## src/rtl/if_fetch_stage_if.sv

```systemverilog
// ----------------------------------------------------------------------------
// if_fetch_stage_if
//   Instruction-memory request bus between the fetch stage (master) and the
//   instruction memory (slave).
//
//   Handshake: imem_req is held high for a request and imem_addr stays stable
//   while imem_req=1 and imem_ack=0. The memory answers with imem_ack=1 and
//   imem_rdata valid in the same cycle. The transfer completes on the rising
//   edge where imem_req && imem_ack are both high. imem_ack may already be high
//   in the first cycle of imem_req, which is a zero-wait access. At most one
//   request is outstanding at any time.
//
//   Signals
//     imem_req   master -> slave  request valid
//     imem_addr  master -> slave  byte address of the instruction word
//     imem_ack   slave  -> master response valid
//     imem_rdata slave  -> master instruction word, valid with imem_ack
// ----------------------------------------------------------------------------
interface if_fetch_stage_if;
    logic        imem_req;
    logic [31:0] imem_addr;
    logic        imem_ack;
    logic [31:0] imem_rdata;

    modport master (
        output imem_req,
        output imem_addr,
        input  imem_ack,
        input  imem_rdata
    );

    modport slave (
        input  imem_req,
        input  imem_addr,
        output imem_ack,
        output imem_rdata
    );
endinterface

```

## src/rtl/if_fetch_stage.sv

```systemverilog
// ----------------------------------------------------------------------------
// if_fetch_stage
//   Instruction-fetch stage that feeds the IF/ID pipeline register. It holds
//   the fetch PC and issues at most one outstanding request to instruction
//   memory. Returned words go into a 2-entry {pc, inst} FIFO whose head is
//   shown directly on IF_PC/IF_INST. It handles hazard stalls (pc_write=0) and
//   branch/jump redirects from ID. When the FIFO is empty it outputs an
//   all-zero NOP bubble.
//
// Parameters
//   RESET_PC   fetch address loaded on reset
//   PC_STEP    byte increment per sequential fetch
//
// Ports
//   clk        in   clock, all state changes on posedge
//   rst        in   synchronous active-high reset
//   pc_write   in   1 = IF/ID consumes IF_INST this cycle, 0 = hazard stall
//   PC_src     in   redirect request from ID
//   PC_target  in   redirect address, used when PC_src=1
//   imem       if   master side of the instruction-memory bus
//   IF_valid   out  FIFO head valid
//   IF_PC      out  PC of FIFO head, 0 when empty
//   IF_INST    out  instruction at FIFO head, 0 (NOP) when empty
//   IF_FLUSH   out  copy of PC_src, IF/ID clears on IF_FLUSH && write
//   dbg_state  out  current FSM state (0 IDLE, 1 BUSY, 2 DRAIN)
//
// Optional feature (macro IF_PERF_CNT_EN)
//   perf_fetched  out  words pushed into the FIFO, wraps at 2^32
//   perf_bubbles  out  cycles with pc_write & !IF_valid & !PC_src
// ----------------------------------------------------------------------------
module if_fetch_stage #(
    parameter logic [31:0] RESET_PC = 32'h0000_0000,
    parameter logic [31:0] PC_STEP  = 32'd4
) (
    input  logic                    clk,
    input  logic                    rst,
    input  logic                    pc_write,
    input  logic                    PC_src,
    input  logic [31:0]             PC_target,
    if_fetch_stage_if.master        imem,
    output logic                    IF_valid,
    output logic [31:0]             IF_PC,
    output logic [31:0]             IF_INST,
    output logic                    IF_FLUSH,
    output logic [1:0]              dbg_state
`ifdef IF_PERF_CNT_EN
    ,
    output logic [31:0]             perf_fetched,
    output logic [31:0]             perf_bubbles
`endif
);

    typedef enum logic [1:0] {
        ST_IDLE  = 2'd0,
        ST_BUSY  = 2'd1,
        ST_DRAIN = 2'd2
    } state_t;

    state_t      state_q, state_d;
    logic [31:0] pc_q, pc_d;
    logic [31:0] drain_addr_q, drain_addr_d;
    logic [1:0]  occ_q, occ_d;
    logic [31:0] ent_pc_q   [2];
    logic [31:0] ent_pc_d   [2];
    logic [31:0] ent_inst_q [2];
    logic [31:0] ent_inst_d [2];

    logic        pop;
    logic        push;
    logic        flush;
    logic [1:0]  occ_next;
    logic        req_c;
    logic [31:0] addr_c;

    // Head is always slot 0. A redirect blocks the pop because the head
    // belongs to the wrong path and is thrown away.
    assign IF_valid = (occ_q != 2'd0);
    assign IF_PC    = IF_valid ? ent_pc_q[0]   : 32'd0;
    assign IF_INST  = IF_valid ? ent_inst_q[0] : 32'd0;
    assign IF_FLUSH = PC_src;
    assign pop      = pc_write & IF_valid & ~PC_src;
    assign occ_next = occ_q - {1'b0, pop};

    assign imem.imem_req  = req_c;
    assign imem.imem_addr = addr_c;
    assign dbg_state      = state_q;

    // ------------------------------------------------------------------
    // FSM next state / outputs
    // ------------------------------------------------------------------
    always_comb begin
        state_d      = state_q;
        pc_d         = pc_q;
        drain_addr_d = drain_addr_q;
        push         = 1'b0;
        flush        = 1'b0;
        req_c        = 1'b0;
        addr_c       = pc_q;

        case (state_q)
            ST_IDLE: begin
                if (PC_src) begin
                    pc_d    = PC_target;
                    flush   = 1'b1;
                    state_d = ST_BUSY;
                end else if (occ_next <= 2'd1) begin
                    // A free slot is guaranteed for the word we are about to request.
                    state_d = ST_BUSY;
                end
            end

            ST_BUSY: begin
                req_c = 1'b1;
                if (imem.imem_ack) begin
                    if (!PC_src) begin
                        push    = 1'b1;
                        pc_d    = pc_q + PC_STEP;
                        // Keep fetching only if a slot stays free after this push.
                        state_d = (occ_next == 2'd0) ? ST_BUSY : ST_IDLE;
                    end else begin
                        pc_d  = PC_target;
                        flush = 1'b1;
                    end
                end else if (PC_src) begin
                    // The old request must still finish at its original address,
                    // so that address is kept apart from the new PC.
                    pc_d         = PC_target;
                    flush        = 1'b1;
                    drain_addr_d = pc_q;
                    state_d      = ST_DRAIN;
                end
            end

            ST_DRAIN: begin
                req_c  = 1'b1;
                addr_c = drain_addr_q;
                if (PC_src) begin
                    pc_d  = PC_target;
                    flush = 1'b1;
                end
                if (imem.imem_ack) begin
                    state_d = ST_BUSY;
                end
            end

            default: begin
                state_d = ST_IDLE;
            end
        endcase
    end

    // ------------------------------------------------------------------
    // FIFO next state. Slot 0 is the head and entries shift down on pop.
    // push and flush never occur together (push needs !PC_src).
    // ------------------------------------------------------------------
    always_comb begin
        occ_d         = occ_q;
        ent_pc_d[0]   = ent_pc_q[0];
        ent_pc_d[1]   = ent_pc_q[1];
        ent_inst_d[0] = ent_inst_q[0];
        ent_inst_d[1] = ent_inst_q[1];

        if (flush) begin
            occ_d = 2'd0;
        end else if (push && pop) begin
            if (occ_q == 2'd2) begin
                ent_pc_d[0]   = ent_pc_q[1];
                ent_inst_d[0] = ent_inst_q[1];
                ent_pc_d[1]   = pc_q;
                ent_inst_d[1] = imem.imem_rdata;
            end else begin
                ent_pc_d[0]   = pc_q;
                ent_inst_d[0] = imem.imem_rdata;
            end
        end else if (push) begin
            // The issue rule keeps occ_q at 0 or 1 here, so bit 0 selects the slot.
            ent_pc_d[occ_q[0]]   = pc_q;
            ent_inst_d[occ_q[0]] = imem.imem_rdata;
            occ_d                = occ_q + 2'd1;
        end else if (pop) begin
            ent_pc_d[0]   = ent_pc_q[1];
            ent_inst_d[0] = ent_inst_q[1];
            occ_d         = occ_q - 2'd1;
        end
    end

    // ------------------------------------------------------------------
    // State registers
    // ------------------------------------------------------------------
    always_ff @(posedge clk) begin
        if (rst) begin
            state_q       <= ST_IDLE;
            pc_q          <= RESET_PC;
            drain_addr_q  <= 32'd0;
            occ_q         <= 2'd0;
            ent_pc_q[0]   <= 32'd0;
            ent_pc_q[1]   <= 32'd0;
            ent_inst_q[0] <= 32'd0;
            ent_inst_q[1] <= 32'd0;
        end else begin
            state_q       <= state_d;
            pc_q          <= pc_d;
            drain_addr_q  <= drain_addr_d;
            occ_q         <= occ_d;
            ent_pc_q[0]   <= ent_pc_d[0];
            ent_pc_q[1]   <= ent_pc_d[1];
            ent_inst_q[0] <= ent_inst_d[0];
            ent_inst_q[1] <= ent_inst_d[1];
        end
    end

`ifdef IF_PERF_CNT_EN
    logic [31:0] perf_fetched_q;
    logic [31:0] perf_bubbles_q;

    always_ff @(posedge clk) begin
        if (rst) begin
            perf_fetched_q <= 32'd0;
            perf_bubbles_q <= 32'd0;
        end else begin
            if (push) begin
                perf_fetched_q <= perf_fetched_q + 32'd1;
            end
            if (pc_write && !IF_valid && !PC_src) begin
                perf_bubbles_q <= perf_bubbles_q + 32'd1;
            end
        end
    end

    assign perf_fetched = perf_fetched_q;
    assign perf_bubbles = perf_bubbles_q;
`endif

endmodule

```

## src/flat_wrapper.sv

```systemverilog
// flat-port wrapper written by rule: the top's interface ports become plain ports
module if_fetch_stage_flat 
#(
    parameter logic [31:0] RESET_PC = 32'h0000_0000,
    parameter logic [31:0] PC_STEP  = 32'd4
)
  (clk, rst, pc_write, PC_src, PC_target, IF_valid, IF_PC, IF_INST, IF_FLUSH, dbg_state, imem_imem_req, imem_imem_addr, imem_imem_ack, imem_imem_rdata);
  if_fetch_stage_if imem_i ();
  input  logic clk;
  input  logic rst;
  input  logic pc_write;
  input  logic PC_src;
  input  logic [31:0] PC_target;
  output logic IF_valid;
  output logic [31:0] IF_PC;
  output logic [31:0] IF_INST;
  output logic IF_FLUSH;
  output logic [1:0] dbg_state;
  output wire logic [$bits(imem_i.imem_req)-1:0] imem_imem_req;
  output wire logic [$bits(imem_i.imem_addr)-1:0] imem_imem_addr;
  input wire logic [$bits(imem_i.imem_ack)-1:0] imem_imem_ack;
  input wire logic [$bits(imem_i.imem_rdata)-1:0] imem_imem_rdata;
  assign imem_imem_req = imem_i.imem_req;
  assign imem_imem_addr = imem_i.imem_addr;
  assign imem_i.imem_ack = imem_imem_ack;
  assign imem_i.imem_rdata = imem_imem_rdata;
  if_fetch_stage #(.RESET_PC(RESET_PC), .PC_STEP(PC_STEP)) u_core (.clk(clk), .rst(rst), .pc_write(pc_write), .PC_src(PC_src), .PC_target(PC_target), .imem(imem_i), .IF_valid(IF_valid), .IF_PC(IF_PC), .IF_INST(IF_INST), .IF_FLUSH(IF_FLUSH), .dbg_state(dbg_state));
endmodule
```

## config.mk

```make
export PLATFORM = sky130hd
export DESIGN_NAME = if_fetch_stage_flat
export DESIGN_NICKNAME = d
export VERILOG_FILES = /design/src/rtl/if_fetch_stage_if.sv /design/src/rtl/if_fetch_stage.sv /design/src/flat_wrapper.sv
export SDC_FILE = /design/constraint.sdc
export NUM_CORES = 1
export LEC_CHECK = 0
export ABC_AREA = 0
export ABC_CLOCK_PERIOD_IN_PS = 4300
export BUFFER_PORTS_ARGS = -buffer_cell sky130_fd_sc_hd__buf_2
export CAP_MARGIN = 20
export CORE_MARGIN = 8
export CORE_UTILIZATION = 52
export CTS_CLUSTER_SIZE = 25
export DETAILED_ROUTE_END_ITERATION = 12
export GPL_TIMING_DRIVEN = 0
export MAX_ROUTING_LAYER = met4
export PLACE_DENSITY = 0.84
export SYNTH_ARGS = -nofsm -noshare
export SYNTH_HDL_FRONTEND = slang
export SYNTH_SLANG_ARGS = --single-unit
```

## constraint.sdc

```tcl
create_clock -name clk -period 4.3 [get_ports clk]
set_clock_uncertainty 0.2 [all_clocks]
set_input_delay 0.86 -clock clk [delete_from_list [all_inputs] [get_ports clk]]
set_output_delay 0.86 -clock clk [all_outputs]
set_load 0.005 [all_outputs]
```

==> flow_metrics.py, run 1 <==
metrics = {
    "routing": {
        "wirelength_mm": 35.1,
        "drt_iter0_drc": 1364,
        "drc": 0,
        "wire_per_inst_um": 18.4,
        "firstDrtPassIters": 6,
        "vias_per_cell": 6.09,
        "route.vias.total": 11600,
        "final_antenna_net_count": 0,
    },
    "synth": {
        "synth_top_cell_area_share": 0.375,
        "ys_seq_elements": 196,
        "syn_nets": 1511,
        "yosysWarnings": 0,
        "synth-seq-area-share": 0.375,
        "synth_flop_cell": "dfxtp_1",
        "syn_inst": 1432,
        "syn_area_um2": 10500,
        "avgSynthCellArea_um2": 7.30,
        "yosysUniqueCellTypes": 63,
        "synth_area_leaders": "dfxtp_1 38%, nand2_1 12%, a21oi_1 8.6%",
        "async_reset_ff_frac": 0,
        "synth_edf_count": 0,
        "yosys.area.top_type": "dfxtp_1",
    },
    "power_and_ir_drop": {
        "ir_drop_mv": 0.293,
        "p_per_area_nw_per_um2": 331,
        "p_leak_nw": 4.64,
    },
    "sta": {
        "final-hold-violation-count": 0,
        "tns_ns": 0,
        "fin_crit_sh": 0.934,
        "layout_min_cycle_time_ns": 4.02,
        "setup-violations-final": 0,
        "relSlewSlack": 0.403,
        "maxSlewViolCount": 0,
        "worst_slew_pin_slew_ns": 0.888,
        "clock.fmax_mhz": 249,
        "rsz0062_at_grt": "false",
    },
    "clock_network": {
        "cts_made_buffers": 17,
        "postCtsHoldBufs": 0,
        "tritoncts": "done",
        "cts.sinks": 196,
        "clk_pin_slew_ns": 0.07,
        "ctsLongestPathBuffers": 2,
        "root_buffer": "clkbuf_16",
        "clk_latency_ns": 0.44,
        "cts_setup_buffers": 0,
        "htreeDepth": 4,
    },
    "floorplanning": {
        "die_area_um2": 24900,
        "core-area_um2": 20000,
        "start_util": 0.523,
        "die_w_um": 158,
        "row_count": 52,
        "io_pins": 170,
        "die_h_um": 158,
    },
    "critical_path": {
        "end_kind": "flip-flop",
        "cp-start-kind": "flip-flop",
        "arrival_ns": 4.19,
        "crit_top_cell": "clkbuf_1",
        "path_cells": "inv_1 -> ha_1 -> and3b_2 -> buf_2 -> clkbuf_1 -> ha_1 -> clkbuf_2 -> nor2_1 -> clkbuf_1 -> clkbuf_1 -> a221oi_1 -> a21oi_1",
        "r2r_slack_ns": 0.28,
        "required_ns": 4.47,
        "r2r_end": "u_core.ent_pc_q[0][20]",
        "crit_path_max_fanout": 11,
        "rr_startpoint": "u_core.dbg_state[1]",
        "crit_type": "flip-flop to flip-flop",
        "critical_path.slowest_cell": "clkbuf_1",
        "max_stage_delay_ns": 0.48,
        "r2r_cells": 12,
    },
    "grt": {
        "grt_first_pass_wirelength_mm": 54.8,
        "grt_max_degree": 17,
        "grt.overflow.total": 0,
        "antenna_found_initial": 0,
        "grt_pass1_vias": 10700,
        "grtUsageTotal": 0.282,
    },
    "final_layout": {
        "fin_util": 0.611,
        "regArea_um2": 3920,
        "final_common_cell": "nand2_1",
        "num_antenna_cells": 0,
        "layout-drive-gt1-share": 0.163,
        "layout.nets": 1699,
        "layout_common_cells": "329 x nand2_1, 196 x dfxtp_1, 178 x a21oi_1",
        "fillers": 1846,
        "syn_to_final_growth_pct": 16.8,
        "multi_input_area_um2": 5850,
    },
    "place": {
        "io_buffers": 168,
        "dpl.hpwl_mm": 25.3,
        "gp_congestion": 0.943,
    },
    "min_path": {
        "min_to": "u_core.ent_pc_q[0][60]",
        "holdCritPathClass": "flip-flop to flip-flop",
        "holdPathStages": 2,
        "hold_start": "u_core.ent_pc_q[0][60]",
    },
    "run_status": {
        "outcome": "complete, no violations",
    },
    "job": {
        "cap_violations": 0,
    },
}
-- power breakdown --
group / switching [mW] / internal, mW / total [mW]
Clock: 0.740 / 0.828 / 1.57
Combinational: 0.357 / 0.195 / 0.552
Sequential: 0.0413 / 1.88 / 1.92
-- through the flow --
stage	area (µm²)	hold WS (ns)	cells	setup slack [ns]	total power [mW]
2_1_floorplan	10500	0.233	1432	0.780	2.28
3_3_place_gp	11600	0.238	1870	-0.430	2.48
3_5_place_dp	11600	0.246	1871	-0.433	2.49
4_1_cts	12200	0.255	1902	0.142	4.01
5_1_grt	12200	0.271	1902	0.106	4.15
6_report	12200	0.257	1902	0.284	4.04
-- Yosys cell counts, drive strengths merged, types with 9 or more instances --
master    n
a21oi   179
a221oi   65
and2     67
buf      25
clkbuf  134
dfxtp   196
ha       10
inv       9
mux2     33
nand2   329
nand3    76
nand4    13
nor2     43
nor3     15
o21ai   130
-- cell families after synthesis --
| logic type | share of synthesized area |
|---|---|
| XOR/XNOR | 0.00503 |
| AO/OA/AOI/OAI | 0.250 |
| AND/OR/NAND/NOR | 0.250 |
| adder cells (fa/ha/maj) | 0.0120 |
| buffers and inverters | 0.0661 |
| flip-flops | 0.375 |
| multiplexers | 0.0413 |
-- cell type report --
| cell class | instances | area share |
|---|---|---|
| tap | 270 | 0.0277 |
| timing repair buffer | 169 | 0.0695 |
| clock inverter | 12 | 0.00871 |
| multi-input combinational | 1067 | 0.479 |
| buffer | 159 | 0.0538 |
| inverter | 10 | 0.00307 |
| sequential | 196 | 0.321 |
| clock buffer | 19 | 0.0371 |
-- sequential cells by signal, summed over array words and instances, names as in the netlist --
name / flops
u_core.occ_q: 2
u_core.ent_inst_q: 64
u_core.dbg_state: 2
u_core.drain_addr_q: 32
u_core.ent_pc_q: 64
u_core.pc_q: 32
-- worst max-delay path by stage --
stage | startpoint | end | slack (ns) | depth (start not counted)
floorplan | PC_src | u_core.ent_pc_q[0][56] | 0.78 | 11
global placement | PC_src | u_core.ent_inst_q[0][60] | -0.43 | 11
detailed placement | PC_src | u_core.ent_inst_q[0][61] | -0.43 | 11
CTS | u_core.occ_q[1] | u_core.ent_inst_q[0][61] | 0.14 | 12
global route | u_core.occ_q[1] | u_core.ent_inst_q[0][28] | 0.11 | 13
finish | u_core.dbg_state[1] | u_core.ent_pc_q[0][20] | 0.28 | 12
-- what timing repair did --
| item | CTS | global route |
|---|---|---|
| endpoints found under the hold margin | 0 | 0 |
| endpoints found under the setup margin | 60 | 65 |
| resized for setup | 1 | 7 |
| gates cloned | 0 | 0 |
-- routing by layer --
| metal | track usage | part of all wire |
|---|---|---|
| met1 | 0.357 | 0.40 |
| met2 | 0.434 | 0.45 |
| met3 | 0.0399 | 0.098 |
| met4 | 0.144 | 0.051 |
| met5 | - | 0 |
-- worst max-delay path: cells and delay by family (launching register included) --
family / cells / cell delay [ns]
DFF: 1 / 0.42
adders and majority gates: 2 / 0.59
buffers and inverters: 6 / 1.74
AOI/OAI and AO/OA: 2 / 0.39
and+or+nand+nor: 2 / 0.60
Power figures use the tool's default switching activity.
==> run 2: changes to the inputs <==
Settings changed: CORE_UTILIZATION 52 to 57, CTS_CLUSTER_DIAMETER from default to 60, PLACE_DENSITY 0.84 to 0.9.
==> run 2 against run 1 <==
Final cell count down 2.2%. Non-clock buffer count unchanged. First-iteration DRC count up 8.6%. Largest cell class unchanged.
==> flow_metrics.py, run 2 (same netlist as run 1, synthesis figures left out) <==
metrics = {
    "min_path": {
        "holdPathStages": 2,
        "hold_start": "u_core.drain_addr_q[18]",
        "holdCritPathClass": "flip-flop to flip-flop",
        "min_to": "u_core.drain_addr_q[18]",
    },
    "routing": {
        "final_antenna_net_count": 0,
        "drc": 0,
        "route.vias.total": 11800,
        "wirelength_mm": 35.6,
        "firstDrtPassIters": 7,
        "wire_per_inst_um": 19.2,
        "vias_per_cell": 6.34,
        "drt_iter0_drc": 1481,
    },
    "critical_path": {
        "required_ns": 4.39,
        "rr_startpoint": "u_core.occ_q[1]",
        "crit_path_max_fanout": 10,
        "r2r_slack_ns": 0.14,
        "r2r_cells": 13,
        "end_kind": "flip-flop",
        "crit_type": "flip-flop to flip-flop",
        "cp-start-kind": "flip-flop",
        "r2r_end": "u_core.ent_inst_q[0][35]",
        "arrival_ns": 4.25,
    },
    "run_status": {
        "outcome": "complete, no violations",
    },
    "sta": {
        "worst_slew_pin_slew_ns": 0.876,
        "relSlewSlack": 0.410,
        "hold_ws_ns": 0.253,
        "maxSlewViolCount": 0,
        "rsz0062_at_grt": "false",
        "setup-violations-final": 0,
        "final-hold-violation-count": 0,
        "setup_ws_ns": 0.143,
        "layout_min_cycle_time_ns": 4.16,
        "fin_crit_sh": 0.967,
        "tns_ns": 0,
        "clock.fmax_mhz": 241,
    },
    "power_and_ir_drop": {
        "comb_power_share": 0.135,
        "finalPower_mw": 4.13,
        "clkPwrFrac": 0.400,
        "p_per_area_nw_per_um2": 339,
        "sw_frac_of_total": 0.278,
        "p_sw_mw": 1.15,
        "internal_power_mw": 2.98,
        "p_leak_nw": 4.64,
        "ir_drop_mv": 0.378,
        "power_frac_seq": 0.466,
    },
    "clock_network": {
        "tritoncts": "done",
        "htreeDepth": 4,
        "clk_latency_ns": 0.44,
        "cts.sinks": 196,
        "postCtsHoldBufs": 0,
        "cts_resized": 1,
        "ctsLongestPathBuffers": 2,
        "clk_pin_slew_ns": 0.07,
        "cts_made_buffers": 17,
        "root_buffer": "clkbuf_16",
        "cts_setup_buffers": 0,
    },
    "floorplanning": {
        "row_count": 49,
        "io_pins": 170,
        "core-area_um2": 18000,
        "die_area_um2": 22900,
        "start_util": 0.582,
        "die_h_um": 151,
        "die_w_um": 151,
    },
    "place": {
        "gp_congestion": 0.990,
        "dpl.hpwl_mm": 25.1,
        "io_buffers": 168,
        "pre_cts_ws_ns": -0.378,
        "dpl.cell_count": 1830,
        "placed_area_um2": 11600,
    },
    "grt": {
        "grt.overflow.total": 0,
        "grt_max_degree": 17,
        "grtUsageTotal": 0.309,
        "grt_first_pass_wirelength_mm": 55.0,
        "antenna_found_initial": 0,
        "grt_pass1_vias": 10900,
    },
    "final_layout": {
        "layout-drive-gt1-share": 0.162,
        "fin_area_um2": 12200,
        "final_common_cell": "nand2_1",
        "layout.nets": 1699,
        "reg_top3": "u_core.ent_inst_q x64, u_core.ent_pc_q x64",
        "final_cells": 1861,
        "layout_common_cells": "329 x nand2_1, 196 x dfxtp_1, 178 x a21oi_1",
        "syn_to_final_growth_pct": 16.6,
        "num_antenna_cells": 0,
        "fin_util": 0.678,
    },
    "job": {
        "cap_violations": 0,
    },
}
[run 2: changes by cell type in the layout (fill, tap and decap cells not counted)]
cell / before / now
clkbuf_1: 130 / 133
bufinv_16: 1 / 3
clkbuf_2: 4 / 2
clkbuf_8: 2 / 0
clkinv_4: 3 / 1
buf_1: 9 / 8
clkinv_2: 5 / 6
clkinvlp_4: 1 / 2
[run 2: cell type report]
cell class                 count  area [µm²]
clock buffer                  17         425
tap                          229         287
buffer                       159         654
clock inverter                14         161
timing repair buffer         169         848
sequential                   196        3920
inverter                      10        37.5
fill                        1487        5780
multi-input combinational   1067        5850
[run 2: worst max path at each step]
stage                     slack, ns             from  cells past startpoint                  endpoint
after floorplan                0.78           PC_src                     11    u_core.ent_pc_q[0][56]
after global placement        -0.26           PC_src                     11  u_core.ent_inst_q[0][57]
after detailed placement      -0.38           PC_src                     11  u_core.ent_inst_q[0][32]
after CTS                      0.22  u_core.occ_q[1]                     12  u_core.ent_inst_q[0][35]
after global routing           0.05  u_core.occ_q[1]                     13  u_core.ent_inst_q[0][35]
final                          0.14  u_core.occ_q[1]                     13  u_core.ent_inst_q[0][35]
[run 2: power by group through the flow]
| stage | Clock [mW] | Combinational (mW) | Sequential, mW |
|---|---|---|---|
| floorplan | 0 | 0.340 | 1.94 |
| global placement | 0 | 0.520 | 1.96 |
| detailed placement | 0 | 0.533 | 1.96 |
| CTS | 1.63 | 0.537 | 1.92 |
| global route | 1.70 | 0.597 | 1.93 |
| finish | 1.65 | 0.556 | 1.92 |
[run 2: critical path: stages (launching register included)]
cell and delay (ns):
dfxtp_1 0.31, clkbuf_1 0.36, or2_2 0.22, clkbuf_1 0.41, nand3_1 0.28, inv_1 0.17, ha_1 0.25, clkbuf_1 0.42
nand3_1 0.25, a21o_1 0.21, clkbuf_1 0.34, clkbuf_1 0.35, nand2_1 0.16, a21oi_1 0.09
[run 2: metal layers]
metal  global-route usage  routed length (µm)
met4                0.154                1670
met1                0.394               13900
met2                0.471               16200
met5                    -                   0
met3               0.0460                3870
